$ cat config.mk
export PLATFORM = sky130hd
export DESIGN_NAME = ad9361_cmos_tx
export DESIGN_NICKNAME = d
export VERILOG_FILES = /design/src/rtl/ad9361_cmos_tx.sv
export SDC_FILE = /design/constraint.sdc
export NUM_CORES = 1
export LEC_CHECK = 0
export ABC_AREA = 1
export BUFFER_PORTS_ARGS = -buffer_cell sky130_fd_sc_hd__buf_2
export CAP_MARGIN = 30
export CORE_UTILIZATION = 45
export CTS_CLUSTER_SIZE = 14
export DETAILED_ROUTE_END_ITERATION = 7
export GPL_ROUTABILITY_DRIVEN = 0
export SETUP_SLACK_MARGIN = 0.1
export SLEW_MARGIN = 10
export SYNTH_ARGS = -nofsm -noshare
export SYNTH_HDL_FRONTEND = slang
export SYNTH_SLANG_ARGS = --single-unit
$ cat constraint.sdc
create_clock -name clk -period 8.6 [get_ports clk]
set_input_delay 1.72 -clock clk [delete_from_list [all_inputs] [get_ports clk]]
set_output_delay 1.72 -clock clk [all_outputs]
set_load 0.03 [all_outputs]
$ cat src/rtl/ad9361_cmos_tx.sv
// ad9361_cmos_tx
//   Dual-port CMOS transmit handler for one AD9361 running in 2T mode.
//   Sample pairs for channel 0 and channel 1 arrive on a valid/ready stream
//   and are buffered in a small FIFO. The block sequences TXNRX/ENABLE in
//   ENSM pulse mode and produces rising/falling-edge data and frame words
//   that drive external ODDR primitives on the P0/P1/FB_CLK pins.
//
//   Optional feature macro: AD9361_TX_TEST_TONE_EN
//     When defined, adds input test_mode. While test_mode=1 in RUN, the FIFO
//     is bypassed and a 12-bit ramp (P0) and its complement (P1) are sent.
//
// Ports
//   clk            data clock, all logic on the rising edge
//   reset          synchronous, active-high
//   start          level: 1 = transmit, 0 = return to idle
//   test_mode      (only with AD9361_TX_TEST_TONE_EN) ramp test tone select
//   in_valid       sample pair valid
//   in_ready       FIFO can accept (registered)
//   in_i0/in_q0    channel 0 I/Q
//   in_i1/in_q1    channel 1 I/Q
//   tx_data_p0_r/f P0 (I) word for rising/falling edge
//   tx_data_p1_r/f P1 (Q) word for rising/falling edge
//   tx_frame_r/f   frame word for rising/falling edge
//   txnrx, enable  AD9361 control pins
//   active         high while in RUN
//   underrun_count saturating count of RUN cycles with an empty FIFO
module ad9361_cmos_tx #(
  parameter int FIFO_DEPTH     = 4,
  parameter int STARTUP_DELAY  = 16,
  parameter int ENABLE_CYCLES  = 4,
  parameter int UNDERRUN_WIDTH = 16
) (
  input  logic                      clk,
  input  logic                      reset,
  input  logic                      start,
`ifdef AD9361_TX_TEST_TONE_EN
  input  logic                      test_mode,
`endif
  input  logic                      in_valid,
  output logic                      in_ready,
  input  logic signed [11:0]        in_i0,
  input  logic signed [11:0]        in_q0,
  input  logic signed [11:0]        in_i1,
  input  logic signed [11:0]        in_q1,
  output logic signed [11:0]        tx_data_p0_r,
  output logic signed [11:0]        tx_data_p0_f,
  output logic signed [11:0]        tx_data_p1_r,
  output logic signed [11:0]        tx_data_p1_f,
  output logic                      tx_frame_r,
  output logic                      tx_frame_f,
  output logic                      txnrx,
  output logic                      enable,
  output logic                      active,
  output logic [UNDERRUN_WIDTH-1:0] underrun_count
);

  localparam int DATA_W  = 12;
  localparam int AW      = (FIFO_DEPTH > 1) ? $clog2(FIFO_DEPTH) : 1;
  localparam int DLY_MAX = (STARTUP_DELAY > ENABLE_CYCLES) ? STARTUP_DELAY : ENABLE_CYCLES;
  localparam int CNT_W   = $clog2(DLY_MAX + 1);

  localparam logic [CNT_W-1:0] SETUP_LAST = CNT_W'(STARTUP_DELAY - 1);
  localparam logic [CNT_W-1:0] EN_LAST    = CNT_W'(ENABLE_CYCLES - 1);
  localparam logic [AW:0]      FULL_CNT   = (AW + 1)'(FIFO_DEPTH);

  typedef enum logic [2:0] {
    IDLE, SETUP, EN_ON, RUN, EN_OFF, HOLD
  } state_t;

  state_t state, state_n;
  logic [CNT_W-1:0] dly_cnt;

  logic [4*DATA_W-1:0] mem [FIFO_DEPTH];
  logic [AW-1:0]       wr_ptr, rd_ptr;
  logic [AW:0]         count, cnt_n;

  logic                push, pop, run_n, ready_n, und_inc;
  logic                vld_p0;
  logic [4*DATA_W-1:0] head_p0;
  logic signed [DATA_W-1:0] p0r_p1, p0f_p1, p1r_p1, p1f_p1;

`ifdef AD9361_TX_TEST_TONE_EN
  logic [DATA_W-1:0] ramp;
`endif

  // Sequencer: IDLE/RUN wait on start, the pulse and hold states are timed.
  always_comb begin
    state_n = state;
    case (state)
      IDLE:    if (start)                state_n = SETUP;
      SETUP:   if (dly_cnt == SETUP_LAST) state_n = EN_ON;
      EN_ON:   if (dly_cnt == EN_LAST)    state_n = RUN;
      RUN:     if (!start)               state_n = EN_OFF;
      EN_OFF:  if (dly_cnt == EN_LAST)    state_n = HOLD;
      HOLD:    if (dly_cnt == SETUP_LAST) state_n = IDLE;
      default:                           state_n = IDLE;
    endcase
  end

  // Stage p0: FIFO head and next-cycle control, all outputs are computed from
  // state_n so the registered words line up with the active flag.
  always_comb begin
    run_n   = (state_n == RUN);
    vld_p0  = (count != '0);
    head_p0 = mem[rd_ptr];
    push    = in_valid && in_ready;
    pop     = run_n && vld_p0;
`ifdef AD9361_TX_TEST_TONE_EN
    if (test_mode) pop = 1'b0;
`endif
    cnt_n   = count + (AW + 1)'(push) - (AW + 1)'(pop);
    ready_n = ((state_n == SETUP) || (state_n == EN_ON) || run_n) && (cnt_n != FULL_CNT);
`ifdef AD9361_TX_TEST_TONE_EN
    if (run_n && test_mode) ready_n = 1'b0;
`endif

    p0r_p1  = '0;
    p0f_p1  = '0;
    p1r_p1  = '0;
    p1f_p1  = '0;
    und_inc = 1'b0;
    if (run_n) begin
`ifdef AD9361_TX_TEST_TONE_EN
      if (test_mode) begin
        p0r_p1 = ramp;
        p0f_p1 = ramp;
        p1r_p1 = ~ramp;
        p1f_p1 = ~ramp;
      end else
`endif
      if (vld_p0) begin
        // entry layout {i0, q0, i1, q1}: ch0 on the rising edge, ch1 on falling
        p0r_p1 = head_p0[4*DATA_W-1:3*DATA_W];
        p1r_p1 = head_p0[3*DATA_W-1:2*DATA_W];
        p0f_p1 = head_p0[2*DATA_W-1:DATA_W];
        p1f_p1 = head_p0[DATA_W-1:0];
      end else begin
        und_inc = 1'b1;
      end
    end
  end

  // FIFO storage carries no reset; occupancy is tracked by the control block.
  always_ff @(posedge clk) begin
    if (push) mem[wr_ptr] <= {in_i0, in_q0, in_i1, in_q1};
  end

  // Stage p1: registered control and output words.
  always_ff @(posedge clk) begin
    if (reset) begin
      state          <= IDLE;
      dly_cnt        <= '0;
      wr_ptr         <= '0;
      rd_ptr         <= '0;
      count          <= '0;
      in_ready       <= 1'b0;
      txnrx          <= 1'b0;
      enable         <= 1'b0;
      active         <= 1'b0;
      tx_frame_r     <= 1'b0;
      tx_frame_f     <= 1'b0;
      tx_data_p0_r   <= '0;
      tx_data_p0_f   <= '0;
      tx_data_p1_r   <= '0;
      tx_data_p1_f   <= '0;
      underrun_count <= '0;
    end else begin
      state <= state_n;
      if (state_n != state) dly_cnt <= '0;
      else if (state inside {SETUP, EN_ON, EN_OFF, HOLD}) dly_cnt <= dly_cnt + CNT_W'(1);

      // Entering IDLE discards anything left over from the previous burst.
      if (state_n == IDLE) begin
        wr_ptr <= '0;
        rd_ptr <= '0;
        count  <= '0;
      end else begin
        if (push) wr_ptr <= wr_ptr + AW'(1);
        if (pop)  rd_ptr <= rd_ptr + AW'(1);
        count <= cnt_n;
      end

      in_ready     <= ready_n;
      txnrx        <= (state_n != IDLE);
      enable       <= (state_n == EN_ON) || (state_n == EN_OFF);
      active       <= run_n;
      tx_frame_r   <= run_n;
      tx_frame_f   <= 1'b0;
      tx_data_p0_r <= p0r_p1;
      tx_data_p0_f <= p0f_p1;
      tx_data_p1_r <= p1r_p1;
      tx_data_p1_f <= p1f_p1;
      if (und_inc && (underrun_count != '1)) underrun_count <= underrun_count + UNDERRUN_WIDTH'(1);
    end
  end

`ifdef AD9361_TX_TEST_TONE_EN
  // Ramp restarts from 0 on every entry into RUN and wraps naturally.
  always_ff @(posedge clk) begin
    if (reset) ramp <= '0;
    else if (!run_n) ramp <= '0;
    else if (test_mode) ramp <= ramp + DATA_W'(1);
  end
`endif

endmodule
==> flow_summary.ini, run 1 <==
[sta]
timing.fmax_ghz = 0.278
rsz0062_at_grt = no
slew_headroom = 0.393
worst_pin_slew_ps = 910
fin_skew_ps = 9.94
setup_viol = 0
timing.final.ws_setup_ps = 5000
finalMaxSlewViolations = 0
period_needed_ps = 3600
period_share = 0.418
setup_tns_ps = 0
report.final.hold_viol_count = 0

[global_route]
grt_pass1_vias = 6517
track_usage = 0.183
grt_overflow_total = 0
grt_pass1_wl_um = 34300
met2_usage = 0.319
antenna_found_initial = 2
met1_usage = 0.238
grt_max_degree = 100
grt_busiest_layer = met2
grtUsageMet3 = 0.0300

[drt]
wirelength_um = 21500
drt_iter0_drc = 452
vias = 6667
drt-pass1-iter-count = 4
final_antenna_net_count = 0
wl_per_cell_um = 15.8
viasPerCell = 4.88
route.detailed.drc = 0

[logic_synthesis]
yosys_warnings = 0
ys_types = 31
ys_seq_area_frac = 0.707
syn_area_per_cell_sq_um = 11.4
syn_nets = 979
ys_top_cells_by_area = edfxtp_1 (55%), dfxtp_1 (16%), nor2_1 (7.9%)
yosys.area.top_type_share = 0.549
synth_cells = 918
synth_top_cell_by_area = edfxtp_1
synth-seq-cells = 275
netlist_area_sq_um = 10500

[floorplan]
initial_core_util = 0.461
fp-row-count = 55
num_io_pins = 122
fp.dieW_um = 155
die-area_sq_um = 23900
fp.coreArea_sq_um = 22800
chipHeight_um = 155

[clock_tree]
clock_sinks = 275
cts_tree = yes
clock_latency_ps = 530
clockBufferDepth = 3
clkTransAtPathRegs_ps = 60
cts_hold_buf = 0
cts_made_buffers = 28
cts_resized = 0
ctsHtreeMaxLevel = 1
clock-root-buffer = clkbuf_16
cts_setup_buffers = 0

[placement]
port_buffers = 120
pre_cts_ws_ps = 4420
place.detailed.hpwl_um = 11700

[final_layout]
final_common_cell = nor2_1
diodes = 0
ff_latch_area_sq_um = 7430
fin_util = 0.545
final_cell_mix = nor2_1 (218), edfxtp_1 (192), buf_2 (120)
syn_to_final_growth_pct = 18.2
n_fill_cell = 1977
drive_gt1_frac = 0.188
final_nets = 1092
multi_input_area_sq_um = 2690

[worst_setup_path]
path_cells = buf_2 > nand4_1 > nand2_4 > nand2_2 > buf_4 > xor2_1 > ha_1 > inv_1 > fa_1 > xnor2_1 > xnor2_1 > nand2_1 > nand2_1 > a21oi_1
path_buf_inv = 3
max_stage_delay_ps = 540
startpoint_type = input port
cp_top_family = buffers and inverters
cp-end-kind = flip-flop
critPathRequiredTime_ps = 9010
r2r_setup_slack_ps = 5620
worstPathArrival_ps = 4010
critPathKind = input port to flip-flop
critPathSlowestCell = buf_4
worst-path-max-fanout = 50

[power_and_ir_drop]
p_leak_nw = 4.56
cellPowerDensity_nw_per_um2 = 223
vdd_drop_max_v = 0.000152

[outcome]
status = complete, no violations

[flow_run]
cap_violations = 0

[worst_hold_path]
min_path_type = flip-flop to flip-flop
==> power by group <==
part,switching [mW],internal (mW),leakage [nW]
clock,0.485,0.791,0.486
sequential,0.00390,1.43,2.41
combinational,0.0408,0.0158,1.67
total,0.530,2.24,4.56
==> worst min-delay path, cell delays in order, from the launching register on <==
cell     delay, ps
dfxtp_1        340
nand2_1         70
a21oi_1         50
==> routing by layer <==
layer	vias to the layer above	part of all wire
met2	153	0.49
li1	3389	-
met4	4	0.015
met3	30	0.055
met5	-	0.0013
met1	3091	0.44
==> synth_stat cells (all sizes together) <==
cell type / instances
a211oi: 49
a21oi: 19
buf: 26
clkbuf: 22
conb: 1
dfxtp: 83
edfxtp: 192
fa: 1
ha: 8
inv: 50
mux2: 1
nand2: 89
nand3: 18
nand3b: 1
nand4: 10
nor2: 224
nor3: 4
nor3b: 1
o21ai: 102
o21bai: 1
xnor2: 6
xor2: 10
==> worst paths after layout <==
| kind | start | endpoint | depth (start not counted) |
|---|---|---|---|
| worst max-delay path | start | in_ready$_SDFF_PP0_ | 14 |
| worst min register to register | underrun_count[13]$_SDFFE_PP0P_ | underrun_count[13]$_SDFFE_PP0P_ | 2 |
| worst min-delay path | underrun_count[13]$_SDFFE_PP0P_ | underrun_count[13]$_SDFFE_PP0P_ | 2 |
| worst max register to register | dly_cnt[0]$_SDFFE_PP0P_ | in_ready$_SDFF_PP0_ | 18 |
==> logic make-up (layout without fill, tap and decap cells) <==
family,Yosys count,in the layout,synth area share
other,1,1,0.000357
multiplexers,1,1,0.00107
adder cells (fa/ha/maj),9,9,0.0114
AND/OR/NAND/NOR,347,347,0.134
buffers and inverters,98,233,0.0394
XOR/XNOR,16,16,0.0133
AO/OA/AOI/OAI,171,171,0.0934
flip-flops,275,275,0.707
==> area by class of cell <==
type	instances	area share
Timing Repair Buffer	131	0.0582
Inverter	50	0.0151
Sequential cell	275	0.599
Multi-Input combinational cell	545	0.217
Tap cell	313	0.0315
Clock buffer	37	0.0633
Clock inverter	15	0.0164
==> stage by stage <==
step	instance area, sq um	std cells	total power [mW]	hold WS (ps)
after floorplan	10500	918	1.49	536
after global placement	11400	1312	1.52	505
after detailed placement	11400	1313	1.52	509
after CTS	12400	1365	2.80	519
after global routing	12400	1366	2.85	559
final	12400	1366	2.77	512
==> registers in the layout, indices dropped and copies added (netlist names), 2 cells and up <==
| signal | flops |
|---|---|
| tx_data_p0_r | 12 |
| count | 3 |
| tx_data_p1_r | 12 |
| tx_data_p0_f | 12 |
| rd_ptr | 2 |
| dly_cnt | 5 |
| mem | 192 |
| state | 3 |
| tx_data_p1_f | 12 |
| wr_ptr | 2 |
| underrun_count | 16 |
(Power assumes the default switching activity.)
==> run 2, diff against run 1 <==
PLACE_DENSITY = 0.67   (was default)
clock period = 3.04 ns   (was 8.6 ns; I/O delays follow)
==> run 2 against run 1 <==
Via count up 3.4%; die area unchanged; non-clock buffer count up 5; cell area down 0.12%; global-route usage down 0.10 points; sequential cell count unchanged; worst hold slack worse by 230 ps; combinational power rose to 2.9 times the previous value; wire length up 1.0%; clock power rose to 2.6 times the previous value; critical path depth up 3; sequential share of layout area up 0.073 points; largest power group unchanged; highest routed layer is now met4.
==> flow_summary.ini, run 2 (synthesis results as in run 1) <==
[sta]
report.final.hold_viol_count = 0
slew_headroom = 0.540
fin_skew_ps = 7.56
period_needed_ps = 2530
setup_tns_ps = 0
period_share = 0.831
finalMaxSlewViolations = 0
setup_viol = 0
timing.fmax_ghz = 0.396
rsz0062_at_grt = no
worst_pin_slew_ps = 690

[worst_setup_path]
r2r_setup_slack_ps = 510
critPathRequiredTime_ps = 3460
startpoint_type = flip-flop
worst-path-max-fanout = 10
reg2reg_from = dly_cnt[1]$_SDFFE_PP0P_
r2r_end = in_ready$_SDFF_PP0_
cp-startpoint = dly_cnt[1]$_SDFFE_PP0P_
crit_path_end = in_ready$_SDFF_PP0_
cp-end-kind = flip-flop
reg2reg_depth = 17
worstPathArrival_ps = 2950
critPathKind = flip-flop to flip-flop

[global_route]
grt_max_degree = 50
grt_pass1_vias = 6594
antenna_found_initial = 3
track_usage = 0.182
grt_overflow_total = 0
grt_pass1_wl_um = 33800

[floorplan]
fp.coreArea_sq_um = 22800
die-area_sq_um = 23900
initial_core_util = 0.461
fp.dieW_um = 155
fp-row-count = 55
num_io_pins = 122
chipHeight_um = 155

[final_layout]
syn_to_final_growth_pct = 18.1
drive_gt1_frac = 0.186
final_nets = 1098
final_common_cell = nor2_1
largest_reg_flops = 192
reg.largest.list = mem: 192 flops, underrun_count: 16 flops
final_cell_mix = nor2_1 (218), edfxtp_1 (192), buf_2 (120)
largest_register = mem

[drt]
vias = 6896
final_antenna_net_count = 0
wl_per_cell_um = 15.8
drt-pass1-iter-count = 5
viasPerCell = 5.02
route.detailed.drc = 0
wirelength_um = 21700
drt_iter0_drc = 412

[flow_run]
cap_violations = 0

[power_and_ir_drop]
clockPowerShare = 0.445
sw_frac_of_total = 0.196
comb_power_share = 0.022
sequentialPowerShare = 0.534
p_int_mw = 6.11
p_total_mw = 7.60
switchingPower_mw = 1.49
p_leak_nw = 4.54
cellPowerDensity_nw_per_um2 = 613
vdd_drop_max_v = 0.000515

[worst_hold_path]
min_path_type = input port to flip-flop
hold_depth = 1

[clock_tree]
ctsHtreeMaxLevel = 1
clockBufferDepth = 3
cts_hold_buf = 0
clkTransAtPathRegs_ps = 60
cts_resized = 0
clock-root-buffer = clkbuf_16
clock_sinks = 275
cts_tree = yes
cts_setup_buffers = 0
cts_made_buffers = 29
clock_latency_ps = 540

[outcome]
status = complete, no violations

[placement]
place.detailed.hpwl_um = 12400
port_buffers = 120
## run 2: changes by cell type in the layout (fill, tap and decap cells not counted), moves of 2 or more
cell / delta
buf_12: +4
buf_16: -2
buf_4: +3
bufinv_16: -2
clkbuf_8: -2
clkinv_1: +6
diode_2: +3
## run 2: final cells by class
| type | instances | area, sq um |
|---|---|---|
| multi-input cells | 545 | 2690 |
| repair buffers | 136 | 771 |
| clock inverters | 17 | 156 |
| well taps | 313 | 392 |
| clock buffers | 36 | 762 |
| flip-flops and latches | 275 | 7430 |
| diodes | 3 | 7.51 |
| fillers | 1931 | 10400 |
| inverters | 50 | 189 |
## run 2: power groups by stage
stage	logic (mW)	clock network, mW	registers, mW
final	0.164	3.38	4.06
after global routing	0.181	3.59	4.06
after CTS	0.165	3.45	4.06
after detailed placement	0.164	0	4.14
after global placement	0.160	0	4.13
after floorplan	0.0661	0	4.14
## run 2: worst min-delay path by stage
stage | slack [ps] | start | endpoint
floorplan | 540 | dly_cnt[0]$_SDFFE_PP0P_ | dly_cnt[0]$_SDFFE_PP0P_
global placement | 500 | underrun_count[1]$_SDFFE_PP0P_ | underrun_count[1]$_SDFFE_PP0P_
detailed placement | 510 | underrun_count[15]$_SDFFE_PP0P_ | underrun_count[15]$_SDFFE_PP0P_
CTS | 260 | in_i1[5] | mem[0][17]$_DFFE_PP_
global route | 260 | in_i0[5] | mem[2][41]$_DFFE_PP_
finish | 280 | in_q1[9] | mem[1][9]$_DFFE_PP_
## run 2: stage by stage
step	setup slack (ps)	hold WS (ps)	cells	util	area (sq um)
CTS	504	261	1372	0.544	12400
finish	513	282	1375	0.544	12400
global placement	566	501	1319	0.504	11500
detailed placement	480	505	1319	0.504	11500
floorplan	-233	536	918	-	10500
global route	284	264	1372	0.544	12400
## run 2: worst max-delay path: stages (launching register included)
cell	delay (ps)
dfxtp_1	330
ha_1	170
inv_1	60
nor2_1	110
nand2_1	80
nand2_1	90
nand2_1	90
nand2_4	130
nand2_2	90
xor2_1	150
ha_1	170
inv_1	50
fa_1	370
xnor2_1	180
xnor2_1	160
nand2_1	70
nand2_1	60
a21oi_1	40
## run 2: layer usage
metal | GRT usage | wire length [um] | vias up
met5 | 0 | 0 | -
met4 | 0.0552 | 476 | 0
met3 | 0.0339 | 1110 | 45
met2 | 0.312 | 10500 | 174
met1 | 0.234 | 9680 | 3276
li1 | - | - | 3401
==> run 3, diff against run 2 <==
PLACE_DENSITY = default   (was 0.67)
clock period = 2.6 ns   (was 3.04 ns; I/O delays follow)
==> run 3 against run 2 <==
Final cell count unchanged; worst hold slack got worse by 95 ps; first-iteration DRC count increased by 14%; clock skew grew 11 ps; critical path type unchanged; critical path depth is the same; combinational power grew 18%; clock power up 15%; die area stayed put; utilization about the same; cell area about the same.
==> flow_summary.ini, run 3 (synthesis results as in run 1) <==
[drt]
vias = 6781
wl_per_cell_um = 15.9
final_antenna_net_count = 0
wirelength_um = 21900
drt_iter0_drc = 469
drt-met1-wl_um = 9860
dr_wl_met2_um = 10700
drt-pass1-iter-count = 4
highest_layer = met5
viasPerCell = 4.93
route.detailed.drc = 0
route.met3.wl_um = 978

[final_layout]
layout.cells.non_filler = 1375
largest_reg_flops = 192
final_design_area_no_fill_sq_um = 12400
diodes = 0
final_common_cell = nor2_1
drive_gt1_frac = 0.195
largest_register = mem
n_fill_cell = 1934
syn_to_final_growth_pct = 18.1
final_cell_mix = nor2_1 (218), edfxtp_1 (192), buf_2 (120)
fin_util = 0.544
final_nets = 1100
reg.largest.list = mem: 192 flops, underrun_count: 16 flops

[floorplan]
chipHeight_um = 155
die-area_sq_um = 23900
fp-row-count = 55
num_io_pins = 122
fp.coreArea_sq_um = 22800
initial_core_util = 0.461
fp.dieW_um = 155

[global_route]
antenna_found_initial = 2
grt_pass1_wl_um = 34500
grt_max_degree = 100
track_usage = 0.185
grt_pass1_vias = 6488
grt_overflow_total = 0

[clock_tree]
cts_tree = yes
clkTransAtPathRegs_ps = 60
ctsHtreeMaxLevel = 1
cts_hold_buf = 0
clock_sinks = 275
clock-root-buffer = clkbuf_16
cts_resized = 0
clockBufferDepth = 3
clock_latency_ps = 550
cts_setup_buffers = 0
cts_made_buffers = 29

[power_and_ir_drop]
sw_frac_of_total = 0.202
comb_power_share = 0.022
clockPowerShare = 0.440
p_leak_nw = 4.55
sequentialPowerShare = 0.538
switchingPower_mw = 1.78
p_int_mw = 7.04
vdd_drop_max_v = 0.000448
cellPowerDensity_nw_per_um2 = 711

[placement]
place.detailed.hpwl_um = 11900
dp_cells = 1321
port_buffers = 120
placed_cell_area_sq_um = 11500

[worst_hold_path]
hold_depth = 1
holdPathEnd = mem[3][35]$_DFFE_PP_
min_path_type = input port to flip-flop
hold_start = in_q0[11]

[worst_setup_path]
max_stage_delay_ps = 330
worstPathArrival_ps = 2700
critPathKind = flip-flop to flip-flop
worst-path-max-fanout = 3
cp-end-kind = flip-flop
path_cells = ha_2 > inv_1 > nor2_1 > nand2_1 > nand2_2 > nand2_2 > nand2_4 > nand2_2 > xor2_1 > ha_2 > inv_1 > fa_2 > xnor2_1 > xnor2_1 > nand2_1 > nand2_1 > a21oi_1
startpoint_type = flip-flop
critPathSlowestCell = dfxtp_2
reg2reg_depth = 17
r2r_setup_slack_ps = 310
critPathRequiredTime_ps = 3010
path_depth = 17
path_buf_inv = 2
cp_top_family = adder cells
reg2reg_from = dly_cnt[0]$_SDFFE_PP0P_
r2r_end = in_ready$_SDFF_PP0_

[sta]
setup_viol = 0
slew_headroom = 0.395
report.final.hold_viol_count = 0
finalMaxSlewViolations = 0
worst_pin_slew_ps = 908
period_needed_ps = 2290
rsz0062_at_grt = no
fin_skew_ps = 19.1
period_share = 0.879
timing.fmax_ghz = 0.437

[outcome]
status = complete, no violations

[flow_run]
cap_violations = 0
==> run 3: cell count changes in the layout (fill, tap and decap cells not counted), moves of 3 or more <==
cell      before  now
clkbuf_1       6    9
diode_2        3    0
clkinv_1       8    5
buf_4         12   15
==> run 3: power by group through the flow <==
stage / clock network, mW / logic (mW) / registers, mW
finish: 3.88 / 0.193 / 4.74
detailed placement: 0 / 0.193 / 4.84
global placement: 0 / 0.188 / 4.83
global route: 4.14 / 0.213 / 4.74
floorplan: 0 / 0.0773 / 4.84
CTS: 3.98 / 0.194 / 4.74
==> run 3: routing by layer <==
metal,track usage,vias up
met2,0.319,129
met1,0.243,3211
met3,0.0345,27
li1,-,3410
met4,0.0434,4
met5,0,-
==> run 3: per-stage QoR <==
step	hold slack [ps]	total power, mW	setup TNS (ps)	setup WS, ps
6_report	187	8.82	0	313
5_1_grt	168	9.10	0	106
4_1_cts	162	8.92	0	246
3_5_place_dp	510	5.03	0	259
3_3_place_gp	503	5.02	0	285
2_1_floorplan	536	4.92	-126130	-657
==> run 3: final cells by class <==
| class | count | area (sq um) | share of cell area |
|---|---|---|---|
| multi-input cells | 545 | 2700 | 0.218 |
| clock buffers | 40 | 798 | 0.0644 |
| clock inverters | 14 | 108 | 0.00868 |
| well taps | 313 | 392 | 0.0316 |
| flip-flops and latches | 275 | 7430 | 0.600 |
| repair buffers | 138 | 773 | 0.0624 |
| inverters | 50 | 188 | 0.0151 |
==> run 3: how the worst max path moves through the flow <==
stage / from / end / slack [ps]
6_report: dly_cnt[0]$_SDFFE_PP0P_ / in_ready$_SDFF_PP0_ / 310
5_1_grt: dly_cnt[0]$_SDFFE_PP0P_ / in_ready$_SDFF_PP0_ / 110
4_1_cts: dly_cnt[0]$_SDFFE_PP0P_ / in_ready$_SDFF_PP0_ / 250
3_5_place_dp: start / in_ready$_SDFF_PP0_ / 260
3_3_place_gp: start / in_ready$_SDFF_PP0_ / 280
2_1_floorplan: in_ready$_SDFF_PP0_ / mem[0][0]$_DFFE_PP_ / -660
==> run 3: worst register-to-register path: cells and delay by family (launching register included) <==
kind                     cells  cell delay, ps
flip-flops                   1             330
XOR/XNOR                     3             480
adder cells (fa/ha/maj)      3             680
buffers and inverters        2              90
AND/OR/NAND/NOR              8             540
AO/OA/AOI/OAI                1              40
